$ cat src/rtl/quant_fc_sequencer.sv
// Frame sequencer for the FC-layer quantizer: feeds accumulators one at a time through the
// quantizer, packs int8 results four per word and aborts the frame on a quantizer timeout.
//
// state | meaning
// IDLE  | waiting for start
// FETCH | in_ready high, waiting for an accumulator
// QUANT | q_en high, waiting for q_done (timeout timer running)
// CLEAR | q_en low one cycle so the quantizer re-arms
// EMIT  | packed word presented, waiting for out_ready
// DONE  | frame_done pulse
module quant_fc_sequencer #(
    parameter int TIMEOUT_CYC = 16,
    parameter int LEN_W       = 16
) (
    input  logic             clk,
    input  logic             rstn,
    input  logic             start,
    input  logic [LEN_W-1:0] len,
    input  logic             in_valid,
    input  logic [31:0]      in_data,
    output logic             in_ready,
    output logic             q_en,
    output logic [31:0]      q_data,
    input  logic             q_done,
    input  logic [7:0]       q_out,
    output logic             out_valid,
    output logic [31:0]      out_data,
    input  logic             out_ready,
    output logic             busy,
    output logic             frame_done,
    output logic             err_timeout
);

    typedef enum logic [2:0] {
        S_IDLE,
        S_FETCH,
        S_QUANT,
        S_CLEAR,
        S_EMIT,
        S_DONE
    } state_t;

    localparam int TMR_W = (TIMEOUT_CYC > 2) ? $clog2(TIMEOUT_CYC) : 1;
    localparam logic [TMR_W-1:0] TMR_LOAD = TMR_W'(TIMEOUT_CYC - 1);

    state_t           state, state_nxt;
    logic [LEN_W-1:0] len_q;
    logic [LEN_W-1:0] elem_cnt;
    logic [1:0]       byte_idx;
    logic [31:0]      pack;
    logic [31:0]      q_data_r;
    logic [TMR_W-1:0] tmr;
    logic             err_r;

    logic last_elem;
    logic tmr_tc;

    assign last_elem = ((elem_cnt + LEN_W'(1)) == len_q);
    assign tmr_tc    = (tmr == '0);

    assign q_data      = q_data_r;
    assign out_data    = pack;
    assign err_timeout = err_r;

    always_ff @(posedge clk or negedge rstn) begin
        if (!rstn) begin
            state <= S_IDLE;
        end else begin
            state <= state_nxt;
        end
    end

    always_comb begin
        state_nxt  = state;
        in_ready   = 1'b0;
        q_en       = 1'b0;
        out_valid  = 1'b0;
        busy       = 1'b1;
        frame_done = 1'b0;
        case (state)
            S_IDLE: begin
                busy = 1'b0;
                if (start) begin
                    state_nxt = (len == '0) ? S_DONE : S_FETCH;
                end
            end
            S_FETCH: begin
                in_ready = 1'b1;
                if (in_valid) begin
                    state_nxt = S_QUANT;
                end
            end
            S_QUANT: begin
                q_en = 1'b1;
                if (q_done) begin
                    state_nxt = S_CLEAR;
                end else if (tmr_tc) begin
                    state_nxt = S_IDLE;
                end
            end
            S_CLEAR: begin
                state_nxt = ((byte_idx == 2'd3) || last_elem) ? S_EMIT : S_FETCH;
            end
            S_EMIT: begin
                out_valid = 1'b1;
                if (out_ready) begin
                    state_nxt = (elem_cnt == len_q) ? S_DONE : S_FETCH;
                end
            end
            S_DONE: begin
                frame_done = 1'b1;
                state_nxt  = S_IDLE;
            end
            default: begin
                busy      = 1'b0;
                state_nxt = S_IDLE;
            end
        endcase
    end

    always_ff @(posedge clk or negedge rstn) begin
        if (!rstn) begin
            len_q    <= '0;
            elem_cnt <= '0;
            byte_idx <= '0;
            pack     <= '0;
            q_data_r <= '0;
            tmr      <= '0;
            err_r    <= 1'b0;
        end else begin
            case (state)
                S_IDLE: begin
                    if (start) begin
                        len_q    <= len;
                        err_r    <= 1'b0;
                        elem_cnt <= '0;
                        byte_idx <= '0;
                        pack     <= '0;
                    end
                end
                S_FETCH: begin
                    if (in_valid) begin
                        q_data_r <= in_data;
                        tmr      <= TMR_LOAD;
                    end
                end
                S_QUANT: begin
                    if (q_done) begin
                        pack[{byte_idx, 3'b000} +: 8] <= q_out;
                    end else if (tmr_tc) begin
                        // abort: the partial word never reaches the bus
                        err_r    <= 1'b1;
                        pack     <= '0;
                        byte_idx <= '0;
                    end else begin
                        tmr <= tmr - TMR_W'(1);
                    end
                end
                S_CLEAR: begin
                    elem_cnt <= elem_cnt + LEN_W'(1);
                    byte_idx <= byte_idx + 2'd1;
                end
                S_EMIT: begin
                    if (out_ready) begin
                        pack     <= '0;
                        byte_idx <= '0;
                    end
                end
                default: begin
                end
            endcase
        end
    end

endmodule

$ cat config.mk
export PLATFORM = sky130hd
export DESIGN_NAME = quant_fc_sequencer
export DESIGN_NICKNAME = d
export VERILOG_FILES = /design/src/rtl/quant_fc_sequencer.sv
export SDC_FILE = /design/constraint.sdc
export NUM_CORES = 1
export LEC_CHECK = 0
export CAP_MARGIN = 5
export CORE_AREA = 2 2 137 99
export DETAILED_ROUTE_END_ITERATION = 6
export DIE_AREA = 0 0 139 101
export PLACE_DENSITY_LB_ADDON = 0.25
export SETUP_SLACK_MARGIN = 0.02
export SLEW_MARGIN = 10
export SYNTH_ARGS = -nofsm -noshare
export SYNTH_HDL_FRONTEND = slang
export SYNTH_SLANG_ARGS = --single-unit
$ cat constraint.sdc
create_clock -name clk -period 3.6 [get_ports clk]
set_input_delay 0.72 -clock clk [delete_from_list [all_inputs] [get_ports clk]]
set_output_delay 0.72 -clock clk [all_outputs]
set_load 0.02 [all_outputs]
==> reports/results.tsv <==
stage	metric	value	unit
floorplanning	die_h	101	um
synthesis	yosysWarnings	0	
detailed_routing	drc	0	
floorplanning	core	12790	sq um
detailed_routing	ant_nets	0	
detailed_routing	firstDrtPassIters	4	
sta	finalWorstSetupSlack	0.7892	ns
sta	setup_viol	0	
synthesis	synth_cell_types	60	
synthesis	syn_inst	510	
synthesis	ys_seq_area_share	51.68	%
global_route	grt_max_degree	55	
layout	fin_area	6818	sq um
global_route	grt_pass1_wl	22380	um
layout	final_nets	697	
sta	rsz0062_at_grt	no	
global_route	grtUsageMet2	29.37	%
floorplanning	io_pins	132	
global_route	antenna_found_initial	0	
place	portBuffers	131	
sta	worst_pin_slew	0.6904	ns
synthesis	syn_area	5132	sq um
sta	final.min_clock_period	2.811	ns
layout	antennaDiodeCount	0	
place	dpl.cell_count	784	
place	dp_hpwl	9947	um
detailed_routing	routed_via_density	5.314	
sta	relSlewSlack	53.97	%
layout	syn2layout_area_growth	32.84	%
cts	clock-sinks	106	
critical_path	crit_path_start_kind	flop	
critical_path	reg2reg_setup_slack	1.05	ns
synthesis	synth.area.top_cells	dfrtp_1 52%, nand2_1 8.8%, a22o_1 5.5%	
layout	fin_util	53.32	%
sta	finalCritPeriodShare	78.08	%
cts	cts_tree	built	
floorplanning	dieArea	14040	sq um
cts	post_cts_buffers	0	
place	dp_slack	0.6486	ns
cts	clk_latency	0.35	ns
synthesis	netlist.area_leader.share	51.68	%
synthesis	synth.largest_area_cell	dfrtp_1	
detailed_routing	drt_wl_total	13500	um
layout	fillers	1157	
status	status	finished clean	
cts	htreeDepth	3	
critical_path	rr_endpoint	state[2]	
sta	fin_tns_setup	0	ns
sta	hold_violations	0	
detailed_routing	vias	4246	
sta	holdWs	0.4127	ns
synthesis	synth_edf_count	0	
cts	cts_root_buffer	clkbuf_16	
cts	numCtsBuffers	9	
power	ir_drop	0.0003334	V
sta	fmax	355.8	MHz
job	maxCapViolCount	0	
critical_path	reg2reg_from	elem_cnt[0]	
layout	final_cells	799	
sta	finalClockSkew	0.009535	ns
global_route	met3_usage	8.931	%
cts	path_clk_slew	0.07	ns
synthesis	avgSynthCellArea	10.06	sq um
global_route	overflow	0	
detailed_routing	drt_iter0_drc	275	
synthesis	async_reset_ff_share	100.0	%
floorplanning	rows	35	
floorplanning	die_w	139	um
global_route	busiest_layer	met2	
detailed_routing	wl_per_cell	16.89	um
cts	cts_hold_buf	0	
place	gp_congestion	0.9214	
power	p_total	4.983	mW
synthesis	synth-main-ff-cell	dfrtp_1	
worst_hold_path	hold_class	in -> async	
synthesis	ys_ff_latch	106	
synthesis	synth_nets	578	
critical_path	crit_path_end_kind	output pin	
critical_path	crit_type	reg -> out	
floorplanning	start_util	40.14	%
layout	drive_gt1_share	6.951	%
critical_path	cp.required	2.88	ns
critical_path	critPathMaxFanout	10	
cts	clockBufferDepth	2	
critical_path	worst_ep_arrival_time	2.09	ns
global_route	gr-usage-met1	26.99	%
power	leakage	3.007	nW
cts	ctsResizeCount	0	
critical_path	reg2regPathDepth	7	
power	power_density	730.9	nW/um^2
place	placed_area	6499	sq um
global_route	track_usage	19.99	%
global_route	grt_pass1_vias	4302	
sta	drv_slew	0	
cells in the mapped netlist (all sizes together), types with 2 or more instances:
master	instances
and2	5
o2111ai	2
nand3	20
nor3b	6
nand2b	2
nor3	3
xnor2	13
a22o	32
o21ai	30
a21oi	17
nor4	9
inv	7
mux2i	2
dfrtp	106
mux2	16
nand4b	3
buf	9
nor2	21
clkbuf	18
o21a	2
a31oi	2
nand4	8
o31ai	2
ha	6
xor2	10
o211ai	4
and3	4
or3	3
nand2	121
and3b	2
nor2b	2
and4	3
o22ai	2
critical path, stage by stage, from the launching register on:
cell             delay (ns)
dfrtp_1                0.49
nor3b_2                0.54
clkdlybuf4s50_1        0.71
routing by layer:
layer / share of wire, % / wire length (um) / vias to the layer above
met5: 0 / 0 / -
met4: 0.99 / 134 / 0
met3: 9.5 / 1280 / 13
met2: 44 / 5934 / 147
met1: 46 / 6150 / 2055
li1: - / - / 2031
cells by family after synthesis:
kind of cell	synth area share (%)
xor+xnor	3.925
fa+ha+maj	1.463
simple gates	20.82
mux	3.900
buf+inv	4.266
compound gates	13.94
flops	51.68
worst max path at each step:
stage	start	endpoint	slack [ns]	cells after the start
global route	state[1]	q_en	0.63	2
global placement	out_ready	out_data[31]	0.70	7
CTS	state[1]	q_en	0.78	2
floorplan	state[1]	state[2]	1.34	8
finish	state[1]	q_en	0.79	2
detailed placement	out_ready	out_data[31]	0.65	7
cell type report:
class	instances	area, sq um	share of cell area [%]
Clock buffer	11	242.7	3.560
Tap cell	166	207.7	3.046
Inverter	7	26.28	0.3854
Timing Repair Buffer	135	1351	19.82
Sequential cell	106	2653	38.91
Multi-Input combinational cell	370	2261	33.16
Clock inverter	4	76.32	1.119
cell usage in the layout (no fill, tap or decap), drive strengths merged, types with 2 or more instances in the layout:
| master | synthesis | final |
|---|---|---|
| nand2 | 121 | 121 |
| o21a | 2 | 2 |
| mux2 | 16 | 16 |
| xnor2 | 13 | 13 |
| mux2i | 2 | 2 |
| a21oi | 17 | 17 |
| nand3 | 20 | 20 |
| and3 | 4 | 4 |
| nor2b | 2 | 2 |
| o2111ai | 2 | 2 |
| nor3 | 3 | 3 |
| or3 | 3 | 3 |
| o21ai | 30 | 30 |
| buf | 9 | 5 |
| nor4 | 9 | 9 |
| and4 | 3 | 3 |
| nand2b | 2 | 2 |
| nand4 | 8 | 8 |
| bufinv | 0 | 2 |
| nor2 | 21 | 21 |
| xor2 | 10 | 10 |
| and2 | 5 | 5 |
| ha | 6 | 6 |
| inv | 7 | 7 |
| a22o | 32 | 32 |
| clkbuf | 18 | 11 |
| o22ai | 2 | 2 |
| clkdlybuf4s50 | 0 | 130 |
| dfrtp | 106 | 106 |
| o211ai | 4 | 4 |
| o31ai | 2 | 2 |
| nor3b | 6 | 6 |
| nand4b | 3 | 3 |
| a31oi | 2 | 2 |
| and3b | 2 | 2 |
power by group:
part / leakage (nW) / total [mW] / switching (mW) / internal (mW)
registers: 1.37 / 1.87 / 0.323 / 1.55
logic: 1.48 / 2.06 / 1.13 / 0.936
clock network: 0.152 / 1.05 / 0.427 / 0.626
total: 3.01 / 4.98 / 1.88 / 3.11
registers in the layout (all words and copies together) (netlist names):
register,flops
out_data,32
q_data,32
byte_idx,2
state,3
len_q,16
err_timeout,1
tmr,4
elem_cnt,16
No activity file was read; power rests on OpenSTA's default activity.
